## config.mk

```make
export PLATFORM = sky130hd
export DESIGN_NAME = cart_load_ctrl
export DESIGN_NICKNAME = d
export VERILOG_FILES = /design/src/rtl/cart_load_ctrl.sv
export SDC_FILE = /design/constraint.sdc
export NUM_CORES = 1
export LEC_CHECK = 0
export ABC_AREA = 0
export BUFFER_PORTS_ARGS = -buffer_cell sky130_fd_sc_hd__buf_2
export CELL_PAD_IN_SITES_DETAIL_PLACEMENT = 1
export CELL_PAD_IN_SITES_GLOBAL_PLACEMENT = 2
export CORE_UTILIZATION = 34
export CTS_BUF_LIST = sky130_fd_sc_hd__clkbuf_8
export DETAILED_ROUTE_END_ITERATION = 8
export PLACE_DENSITY_LB_ADDON = 0.15
export SYNTH_ARGS = -nofsm -noshare
export SYNTH_HDL_FRONTEND = slang
export SYNTH_SLANG_ARGS = --single-unit
```

## constraint.sdc

```tcl
create_clock -name clk_sys -period 3.5 [get_ports clk_sys]
set_clock_uncertainty 0.15 [all_clocks]
set_input_delay 0.525 -clock clk_sys [delete_from_list [all_inputs] [get_ports clk_sys]]
set_output_delay 0.525 -clock clk_sys [all_outputs]
set_load 0.05 [all_outputs]
```

## src/rtl/cart_load_ctrl.sv

```systemverilog
// Cartridge download controller: streams host download bytes into cart RAM and latches detector results.
// Optional feature: define CART_CHECKSUM_EN to add an 8-bit running checksum output.
module cart_load_ctrl #(
  parameter logic [7:0] ROM_INDEX     = 8'h00,
  parameter int         MAX_SIZE      = 65536,
  parameter int         SETTLE_CYCLES = 2
) (
  input  logic        clk_sys,
  input  logic        reset_n,
  input  logic        ioctl_download,
  input  logic        ioctl_wr,
  input  logic [24:0] ioctl_addr,
  input  logic [7:0]  ioctl_dout,
  input  logic [7:0]  ioctl_index,
  output logic        ioctl_wait,
  output logic [15:0] mem_addr,
  output logic [7:0]  mem_din,
  output logic        mem_we,
  input  logic        mem_ack,
  input  logic [3:0]  det_force_bs,
  input  logic        det_sc,
  output logic [31:0] cart_size,
  output logic [3:0]  bs,
  output logic        sc,
  output logic        cpu_reset,
`ifdef CART_CHECKSUM_EN
  output logic [7:0]  checksum,
`endif
  output logic        done
);

  // Memory handshake: mem_we holds mem_addr/mem_din stable until the cycle mem_ack=1;
  // ioctl_wait mirrors mem_we so the host never issues a byte while one is pending.
  typedef enum logic [2:0] {
    IDLE, LOAD, WRITE, SETTLE, LATCH, READY
  } state_t;

  localparam logic [31:0] MAX_SIZE_W  = 32'(MAX_SIZE);
  localparam logic [3:0]  SETTLE_LAST = 4'(SETTLE_CYCLES - 1);

  state_t     state;
  state_t     state_next;
  logic [3:0] settle_cnt;
  logic       dl_match;
  logic       in_range;
  logic       accept;
  logic       load_entry;

  assign dl_match   = ioctl_download && (ioctl_index == ROM_INDEX);
  assign in_range   = ({7'd0, ioctl_addr} < MAX_SIZE_W);
  assign accept     = (state == LOAD) && dl_match && ioctl_wr && in_range;
  assign load_entry = (state_next == LOAD) && ((state == IDLE) || (state == READY));

  always_ff @(posedge clk_sys or negedge reset_n) begin
    if (!reset_n) begin
      state <= IDLE;
    end else begin
      state <= state_next;
    end
  end

  always_comb begin
    state_next = state;
    case (state)
      IDLE, READY: begin
        if (dl_match) state_next = LOAD;
      end
      LOAD: begin
        if (!ioctl_download) state_next = SETTLE;
        else if (accept)     state_next = WRITE;
      end
      WRITE: begin
        // A falling download only takes effect once the pending byte is acknowledged.
        if (mem_ack) state_next = ioctl_download ? LOAD : SETTLE;
      end
      SETTLE: begin
        if (settle_cnt == SETTLE_LAST) state_next = LATCH;
      end
      LATCH: begin
        state_next = READY;
      end
      default: begin
        state_next = IDLE;
      end
    endcase
  end

  always_ff @(posedge clk_sys or negedge reset_n) begin
    if (!reset_n) begin
      ioctl_wait <= 1'b0;
      mem_we     <= 1'b0;
      mem_addr   <= 16'd0;
      mem_din    <= 8'd0;
      cart_size  <= 32'd0;
      bs         <= 4'd0;
      sc         <= 1'b0;
      done       <= 1'b0;
      cpu_reset  <= 1'b1;
      settle_cnt <= 4'd0;
    end else begin
      mem_we     <= (state_next == WRITE);
      ioctl_wait <= (state_next == WRITE);
      done       <= (state_next == READY);
      cpu_reset  <= (state_next != READY);

      if (state == SETTLE) settle_cnt <= settle_cnt + 4'd1;
      else                 settle_cnt <= 4'd0;

      if (load_entry) begin
        cart_size <= 32'd0;
      end else if (accept) begin
        mem_addr  <= ioctl_addr[15:0];
        mem_din   <= ioctl_dout;
        cart_size <= {7'd0, ioctl_addr} + 32'd1;
      end

      if (state == LATCH) begin
        bs <= det_force_bs;
        sc <= det_sc;
      end
    end
  end

`ifdef CART_CHECKSUM_EN
  always_ff @(posedge clk_sys or negedge reset_n) begin
    if (!reset_n) begin
      checksum <= 8'd0;
    end else if (load_entry) begin
      checksum <= 8'd0;
    end else if (accept) begin
      checksum <= checksum + ioctl_dout;
    end
  end
`endif

endmodule

```

==> metrics, run 1 <==
pin count of the biggest net entering global routing 42; area occupied by multi-input gates 0.001300 mm2; CTS clk-pin slew, worst paths 0.08 ns; area growth from synthesis to layout 27.68%; share of cells above drive strength 1 0.4329; number of global-route vias before repair 2480; Leak 2.048 nW; top area cells in the synthesized netlist dfrtp_1 52%, mux2_2 9.2%, mux2i_1 5.6%, o21ai_0 3.3%, xnor2_1 3.1%; Root Buffer clkbuf_8; GR Util met3 0.04408; Post-Route Setup TNS 0 ns; Rel. slew slack 0.2334; Fin. Hold Viols 0; number of synthesized register bits 65; vias after detailed routing 2318; Global Route Usage Sum 0.1642; Post-DRT Antenna Nets 0; Worst R2R Start state[0]$_DFF_PN0_; min Tclk post-route 2.248 ns; Non-Filler Instances 473; FP Rows 34; initial antenna violation count 0; H-tree Lvls 3; cells on worst reg2reg path 3; DIE AREA 0.009385 mm2; Yosys top cell by area dfrtp_1; Detailed Place HPWL 5235 um; Min Hold Slack 0.02239 ns; arrival time worst endpoint 2.32 ns; most frequent cells in the layout 109 x buf_2, 64 x dfrtp_1, 25 x mux2_2; Power Density 563.7 mW/mm2; Final Worst Setup Slack 1.252 ns; most frequent standard cell in the layout excluding fill and tap cells buf_2; crit end category register; Storage cell area 0.001628 mm2; Crit Reg-Reg Endpoint cart_size[18]$_DFFE_PN0P_; # diodes 0; Initial DRC Count 59; area of the mapped netlist 0.003060 mm2; Area after DPL 0.003659 mm2; cts bufs inserted 9; worst-skew pair later-pin latency 0.34 ns; WP data required 3.57 ns; CP Launch Type input pin; drt drc 0; router iterations before antenna repair 4; Yosys top cell area share 0.5233; Setup-failing EPs final 0; Slew @ Worst Pin 1.146 ns; Post-synth top flop dfrtp_1; Max Fclk 0.4448 GHz; Synth Instances 252; Post-synth EDFFs 0; ys async rst share 1.000; Finished Core Util 0.4481; status finished, final reports clean; core area 0.008721 mm2; TritonCTS Sinks 65; Max clock buf depth 2; io pins 116; final-stage net count 414; CTS tree built; final WL 7098 um; Hold Crit Class in2async; RSZ-0062 raised after global routing no; Tot Pwr 2.203 mW; Final Cell Area 0.003908 mm2; pre-CTS setup slack 0.8768 ns; Final period util 0.6423; GRT met2 Usage 0.2421; worst-path maximum fanout 41; Max Transition Viols Final 0; syn avg cell area 12.14 um2; CP Class in2reg; placed cells 457; GPL Wtd Cong 0.6806; met1 usage in global routing 0.2257; Yosys warning total 0; grt ovf 0; Worst VDD drop 0.4307 mV; Die X 96.88 um; Yosys cell types 42; Die Ht 96.88 um; # hold bufs at CTS 0; # fillers 985; Setup Buffers After CTS 0; drt wl/cell 15.01 um; post-cts resize count 0; DR vias/cell 4.901; Seq/Total Area, Yosys 0.5319; first-pass GRT wire length 12320 um; setup slack, reg-to-reg 1.31 ns; GRT Max-Usage Layer met2; number of max-cap violations 0; initial core utilization 0.3509; PortBufs 109
==> power by group <==
part           leakage (nW)  internal (mW)  switching [mW]
Combinational          1.03          0.157           0.370
Clock                 0.125          0.482           0.309
Sequential            0.890          0.818          0.0670
==> critical path: stages <==
cell	delay, ns
buf_2	0.10
nor3_1	0.38
nand4b_4	0.34
nor3_4	0.30
buf_12	0.26
mux2_1	0.36
==> layout make-up <==
class / count / area share
flip-flops and latches: 65 / 0.4166
well taps: 108 / 0.03458
clock inverters: 7 / 0.03202
inverters: 6 / 0.005764
multi-input cells: 167 / 0.3327
clock buffers: 9 / 0.03170
repair buffers: 111 / 0.1467
==> cell usage after synthesis (7+ instances only) <==
master,count
nor4_1,8
mux2_2,25
buf_4,11
nor2_1,9
and3_1,9
nand2_1,8
xnor2_1,11
mux2i_1,17
o21ai_0,20
xor2_1,7
nand3_1,7
dfrtp_1,64
==> cell families (layout without fill, tap and decap cells) <==
logic type | after synthesis | count (layout) | share of synthesized area
AND/OR/NAND/NOR | 67 | 67 | 0.1402
flip-flops | 65 | 65 | 0.5319
multiplexers | 46 | 46 | 0.1623
AO/OA/AOI/OAI | 27 | 27 | 0.05111
buffers and inverters | 25 | 133 | 0.04947
XOR/XNOR | 18 | 18 | 0.05151
adder cells (fa/ha/maj) | 3 | 3 | 0.01227
other | 1 | 6 | 0.001225
==> per-layer routing <==
layer | wire (um) | vias to the layer above
met5 | 0 | -
met4 | 108 | 0
met3 | 457 | 8
met2 | 3155 | 78
met1 | 3376 | 1125
li1 | - | 1107
==> flip-flops by register name, summed over array words and instances, names as in the netlist <==
name / count
bs: 4
cart_size: 26
cpu_reset: 1
done: 1
mem_addr: 16
mem_din: 8
mem_we: 1
sc: 1
settle_cnt: 4
state: 3
==> how the worst max path moves through the flow <==
| stage | startpoint | end |
|---|---|---|
| 2_1_floorplan | ioctl_index[1] | mem_addr[0]$_DFFE_PN0P_ |
| 3_3_place_gp | ioctl_index[1] | mem_din[0]$_DFFE_PN0P_ |
| 3_5_place_dp | ioctl_index[1] | mem_addr[3]$_DFFE_PN0P_ |
| 4_1_cts | ioctl_index[1] | mem_addr[0]$_DFFE_PN0P_ |
| 5_1_grt | state[0]$_DFF_PN0_ | cart_size[18]$_DFFE_PN0P_ |
| 6_report | ioctl_index[1] | mem_addr[0]$_DFFE_PN0P_ |
No activity file was read; power rests on OpenSTA's default activity.
==> run 2: changes to the inputs <==
--- a/config.mk
+++ b/config.mk
@@ -5,11 +5,11 @@
 export SDC_FILE = /design/constraint.sdc
 export NUM_CORES = 1
 export LEC_CHECK = 0
-export ABC_AREA = 0
+export ABC_AREA = 1
 export BUFFER_PORTS_ARGS = -buffer_cell sky130_fd_sc_hd__buf_2
 export CELL_PAD_IN_SITES_DETAIL_PLACEMENT = 1
 export CELL_PAD_IN_SITES_GLOBAL_PLACEMENT = 2
-export CORE_UTILIZATION = 34
+export CORE_UTILIZATION = 25
 export CTS_BUF_LIST = sky130_fd_sc_hd__clkbuf_8
 export DETAILED_ROUTE_END_ITERATION = 8
 export PLACE_DENSITY_LB_ADDON = 0.15
==> constraint.sdc (replaced) <==
create_clock -name clk_sys -period 1.9 [get_ports clk_sys]
set_clock_uncertainty 0.15 [all_clocks]
set_input_delay 0.285 -clock clk_sys [delete_from_list [all_inputs] [get_ports clk_sys]]
set_output_delay 0.285 -clock clk_sys [all_outputs]
set_load 0.05 [all_outputs]
==> run 2 against run 1 <==
  * Power increased by 120%
  * Core utilization decreased by 8.0 points
  * Via count is 21% higher
  * Final cell count rose by 38%
  * Sequential cell count unchanged
  * Critical path depth up 5
  * Clock power increased by 34%
  * Non-clock buffer count rose by 37
  * Critical path type is now reg2reg
  * Count of clock-buffer cells in the layout is 2 higher
  * First-iteration DRC count grew 6.8%
  * Worst hold slack better by 0.049 ns
==> metrics, run 2 <==
status finished, final reports clean; syn avg cell area 8.487 um2 (-30%); Seq/Total Area, Yosys 0.5343 (+0.002403); # fillers 1417 (+44%); PortBufs 109 (unchanged); initial core utilization 0.2612 (-0.08969); worst-skew pair later-pin latency 0.35 ns (about the same); Global Route Usage Sum 0.1528 (-0.01133); Yosys top cell area share 0.5257 (+0.002364); CP max-delay cell dfrtp_2; share of cells above drive strength 1 0.3477 (-0.08522); largest registers cart_size x26, mem_addr x16, mem_din x8; Final Cell Area 0.004292 mm2 (+9.8%); DIE AREA 0.01263 mm2 (+35%); Crit path buffers/inverters 3 (+1); Synth Instances 359 (+42%); CP top delay family simple AND/OR/NAND/NOR gates; FP Rows 39 (+15%); DR vias/cell 4.295 (-12%); most frequent cells in the layout 113 x nand2_1, 109 x buf_2, 62 x dfrtp_1; cell with the most instances after synthesis nand2_1; Clock power frac 0.217 (-0.142); area growth from synthesis to layout 40.86%; drt wl/cell 13.61 um (-9.3%); most frequent standard cell in the layout excluding fill and tap cells nand2_1; pin count of the biggest net entering global routing 66 (+57%); Worst VDD drop 0.4044 mV (-6.1%); router iterations before antenna repair 4 (unchanged); Post-synth top flop dfrtp_1; Final period util 0.9511; CP Class reg2reg; Root Buffer clkbuf_8; number of max-cap violations 0 (unchanged); Setup-failing EPs final 0 (unchanged); number of global-route vias before repair 2968 (+20%); first-pass GRT wire length 15000 um (+22%); Die Ht 112.4 um (+16%); Power Density 1142 mW/mm2 (+100%); cts bufs inserted 9 (unchanged); max reg flops 26 (unchanged); GPL Wtd Cong 0.7157 (+5.2%); WP data required 2.00 ns (-1.57 ns); Fin. Hold Viols 0 (unchanged); final-stage net count 561 (+36%); arrival time worst endpoint 1.90 ns (-0.42 ns); Area after DPL 0.003846 mm2 (+5.1%); commonest cells in the netlist 114 x nand2_1, 64 x dfrtp_1, 35 x nor2_1; grt ovf 0 (unchanged); Sw Share 0.4310 (+0.09226); worst-path maximum fanout 8 (-80%); Leak 2.427 nW (+19%); Comb pwr share 0.428 (+0.189); # diodes 0 (unchanged); Min Hold Slack 0.07094 ns (+0.04855 ns); min Tclk post-route 1.807 ns; Max Fclk 0.5534 GHz; Post-DRT Antenna Nets 0 (unchanged); register share of total power 0.355 (-0.047); Largest stage delay, worst path 0.45 ns (+0.07 ns); Non-Filler Instances 655 (+38%); initial antenna violation count 0 (unchanged); Hold Crit Class in2reg; crit end category register; CTS tree built; H-tree Lvls 3 (unchanged); Finished Core Util 0.3680 (-0.08008); final WL 8917 um (+26%); worst hold stages 3; Post-Route Setup TNS 0 ns (unchanged); drt drc 0 (unchanged); area of the mapped netlist 0.003047 mm2 (-0.45%); Detailed Place HPWL 6344 um (+21%); core area 0.01166 mm2 (+34%); Initial DRC Count 63 (+6.8%); Yosys warning total 0 (unchanged); number of synthesized register bits 65 (unchanged); Die X 112.4 um (+16%); CTS clk-pin slew, worst paths 0.07 ns (about the same); internal power 2.790 mW (+92%); Yosys top cell by area dfrtp_1; TritonCTS Sinks 65 (unchanged); top area cells in the synthesized netlist dfrtp_1 53%, nand2_1 14%, nand3_1 4.8%, nor2_1 4.3%, inv_1 3.7%; placed cells 617 (+35%); cells on worst reg2reg path 11 (+8); ys async rst share 1.000 (unchanged); vias after detailed routing 2813 (+21%); Max Transition Viols Final 0 (unchanged); Worst path depth 11 (+5); Yosys cell types 33 (-21%); Psw 2.113 mW (+180%); io pins 116 (unchanged); Post-synth EDFFs 0 (unchanged); CP Launch Type register; Top reg by flops cart_size; crit-path cells inv_2, nor3_2, inv_2, nor2_2, nor2_1, o21ai_2, nor2_2, nand3_4, clkbuf_16, nand3_1, nand2_1; Max clock buf depth 2 (unchanged)
run 2: metrics by stage:
stage	power [mW]	setup WS, ns
2_1_floorplan	3.109	0.1844
3_5_place_dp	3.646	0.02782
3_3_place_gp	3.618	0.04148
4_1_cts	4.784	0.01305
5_1_grt	5.248	-0.02596
6_report	4.903	0.09288
run 2: path summary, 6_finish.rpt:
kind                               startpoint                       end  slack, ns
setup reg to reg           state[0]$_DFF_PN0_  cart_size[1]$_DFFE_PN0P_       0.09
hold / removal                  ioctl_addr[2]   mem_addr[2]$_DFFE_PN0P_       0.07
max in group asynchronous             reset_n       cpu_reset$_DFF_PN1_       0.93
hold reg to reg             bs[3]$_DFFE_PN0N_         bs[3]$_DFFE_PN0N_       0.31
setup / recovery           state[0]$_DFF_PN0_  cart_size[1]$_DFFE_PN0P_       0.09
min in group asynchronous             reset_n   settle_cnt[2]$_DFF_PN0_       0.32
run 2: power groups by stage:
stage / sequential, mW / combinational [mW] / clock (mW)
after global placement: 1.75 / 1.86 / 0
after floorplan: 2.33 / 0.782 / 0
final: 1.74 / 2.10 / 1.06
after CTS: 1.73 / 1.91 / 1.14
after detailed placement: 1.76 / 1.89 / 0
after global routing: 1.77 / 2.28 / 1.19
run 2: final cells by class:
class	instances	area, um2	area share
repair buffers	148	930.9	0.2169
inverters	36	140.1	0.03265
flip-flops and latches	65	1630	0.3799
multi-input cells	247	1237	0.2883
clock buffers	11	151.4	0.03528
well taps	143	178.9	0.04169
clock inverters	5	22.52	0.005248
run 2: timing repair:
item,in CTS,in global routing
hold buffers,15,0
hold endpoints to repair,78,0
gates resized for setup,0,15
setup endpoints to repair,0,39
buffers inserted,0,6
run 2: logic make-up (layout without fill, tap and decap cells):
logic type      Yosys count  after routing  share of synthesized area
flops                    65             65                     0.5343
other cells               1              6                   0.001231
compound gates           19             19                    0.03450
simple gates            208            208                     0.3060
xor+xnor                 11             11                    0.03162
fa+ha+maj                 3              3                    0.01232
buf+inv                  52            200                    0.08008
run 2: worst register-to-register path, stage by stage (launching register included):
cell and delay, ns:
dfrtp_2 0.45, inv_2 0.09, nor3_2 0.05, inv_2 0.10, nor2_2 0.04, nor2_1 0.13
o21ai_2 0.10, nor2_2 0.14, nand3_4 0.14, clkbuf_16 0.20, nand3_1 0.06, nand2_1 0.05
run 2: metal layers:
layer | global-route usage | share of wire | vias to the layer above
met1 | 0.1875 | 0.47 | 1333
met2 | 0.2547 | 0.48 | 67
li1 | - | - | 1406
met3 | 0.04374 | 0.044 | 7
met5 | 0 | 0 | -
met4 | 0.05867 | 0.011 | 0
==> run 3: changes to the inputs <==
--- a/config.mk
+++ b/config.mk
@@ -13,6 +13,7 @@
 export CTS_BUF_LIST = sky130_fd_sc_hd__clkbuf_8
 export DETAILED_ROUTE_END_ITERATION = 8
 export PLACE_DENSITY_LB_ADDON = 0.15
+export SETUP_SLACK_MARGIN = 0.3
 export SYNTH_ARGS = -nofsm -noshare
 export SYNTH_HDL_FRONTEND = slang
 export SYNTH_SLANG_ARGS = --single-unit
==> run 3 against run 2 <==
  * Core utilization up 5.2 points
  * Worst setup slack better by 0.016 ns
  * Worst hold slack worse by 0.051 ns
  * Largest power group unchanged
  * Power up 13%
  * Die area unchanged
==> metrics, run 3 (synthesis results as in run 2) <==
Worst VDD drop 0.6290 mV (+56%); RSZ-0062 raised after global routing yes; Top reg by flops cart_size; Largest stage delay, worst path 0.48 ns (+0.03 ns); share of cells above drive strength 1 0.4586 (+0.1110); CP Launch Type register; Max Transition Viols Final 0 (unchanged); grt ovf 0 (unchanged); Finished Core Util 0.4202 (+0.05225); Global Route Usage Sum 0.1522 (-0.0006372); Post-Route Setup TNS 0 ns (unchanged); highest metal used met4; Final period util 0.9427 (-0.008372); vias after detailed routing 2968 (+5.5%); Die X 112.4 um (unchanged); Detailed Place HPWL 6657 um (+4.9%); Leak 2.667 nW (+9.9%); PortBufs 109 (unchanged); # diodes 0 (unchanged); number of max-cap violations 0 (unchanged); worst-path maximum fanout 5 (-3); crit-path cells inv_4, nand3_4, nor2_4, nand3_4, buf_6, buf_12, or2_4, o21ai_1, inv_1; number of global-route vias before repair 3016 (+1.6%); initial antenna violation count 0 (unchanged); final-stage net count 581 (+3.6%); Die Ht 112.4 um (unchanged); first-pass GRT wire length 14770 um (-1.5%); drt wl/cell 14.72 um (+8.1%); core area 0.01166 mm2 (unchanged); WL met2 4731 um (+11%); pin count of the biggest net entering global routing 28 (-58%); Power Density 1130 mW/mm2 (-1.1%); Min Hold Slack 0.01962 ns (-0.05133 ns); arrival time worst endpoint 1.89 ns (about the same); CP max-delay cell dfrtp_2; TritonCTS Sinks 65 (unchanged); CTS clk-pin slew, worst paths 0.07 ns (about the same); io pins 116 (unchanged); cells on worst reg2reg path 9 (-2); most frequent standard cell in the layout excluding fill and tap cells buf_2; GPL Wtd Cong 0.7891 (+10%); max reg flops 26 (unchanged); status finished, final reports clean; min Tclk post-route 1.791 ns (-0.01591 ns); CP Class reg2reg; most frequent cells in the layout 109 x buf_2, 90 x nand2_1, 62 x dfrtp_1; Max clock buf depth 2 (unchanged); CTS tree built; crit end category register; H-tree Lvls 3 (unchanged); WP data required 2.00 ns (about the same); Initial DRC Count 54 (-14%); Setup-failing EPs final 0 (unchanged); Fin. Hold Viols 0 (unchanged); final WL 9936 um (+11%); initial core utilization 0.2612 (unchanged); Most Frequent Cell on Critical Path nand3_4; worst-skew pair later-pin latency 0.35 ns (about the same); largest registers cart_size x26, mem_addr x16, mem_din x8; Post-DRT Antenna Nets 0 (unchanged); drt drc 0 (unchanged); met3 WL 422 um (+8.2%); FP Rows 39 (unchanged); DIE AREA 0.01263 mm2 (unchanged); DR vias/cell 4.397 (+2.4%); Root Buffer clkbuf_8; Max Fclk 0.5583 GHz (+0.89%); Hold Crit Class in2reg; area growth from synthesis to layout 60.86%; worst hold stages 3 (unchanged); router iterations before antenna repair 4 (unchanged); wl on met1 4673 um (+13%); cts bufs inserted 9 (unchanged)
-- run 3: repair_timing --
item | 4_1_cts | 5_1_grt
setup endpoints to repair | 48 | 54
buffers inserted | 12 | 5
pin swaps | 4 | 10
hold endpoints to repair | 28 | 0
gates resized for setup | 16 | 86
gates cloned | 1 | 10
hold buffers | 14 | 0
-- run 3: metrics by stage --
stage | instances | setup slack [ns] | total power [mW] | area, um2
finish | 675 | 0.1088 | 5.539 | 4901
global route | 675 | 0.03251 | 5.856 | 4901
CTS | 660 | 0.1736 | 5.265 | 4410
detailed placement | 617 | 0.04427 | 3.753 | 3886
global placement | 617 | 0.06331 | 3.734 | 3886
floorplan | 364 | 0.2381 | 3.128 | 3087
-- run 3: layout make-up --
class	instances	area, um2
fill	1371	6761
sequential	65	1630
multi-input combinational	248	1469
timing repair buffer	167	1279
tap	143	178.9
clock buffer	11	151.4
inverter	36	145.1
clock inverter	5	47.55
-- run 3: path summary, 6_finish.rpt --
| kind | slack (ns) | endpoint | startpoint |
|---|---|---|---|
| min in group asynchronous | 0.27 | cart_size[25]$_DFFE_PN0P_ | reset_n |
| max | 0.11 | mem_addr[0]$_DFFE_PN0P_ | state[2]$_DFF_PN0_ |
| max reg2reg | 0.11 | mem_addr[0]$_DFFE_PN0P_ | state[2]$_DFF_PN0_ |
| min reg2reg | 0.32 | bs[2]$_DFFE_PN0N_ | bs[2]$_DFFE_PN0N_ |
| max in group asynchronous | 0.78 | state[2]$_DFF_PN0_ | reset_n |
| min | 0.02 | mem_addr[1]$_DFFE_PN0P_ | ioctl_addr[1] |
-- run 3: power breakdown --
group          total [mW]  switching, mW  internal (mW)
registers            1.77          0.161           1.61
logic                2.57           1.64          0.929
clock network        1.20          0.538          0.664
total                5.54           2.34           3.20
-- run 3: critical path, delay by kind of cell, from the launching register on --
family	cells	cell delay [ns]
flops	1	0.48
simple gates	4	0.54
compound gates	1	0.07
buf+inv	4	0.44
-- run 3: layer usage --
metal  track usage  vias up
met5             0        -
met4       0.04533        0
met3       0.04374        8
met2        0.2530       73
met1        0.1921     1428
li1              -     1459
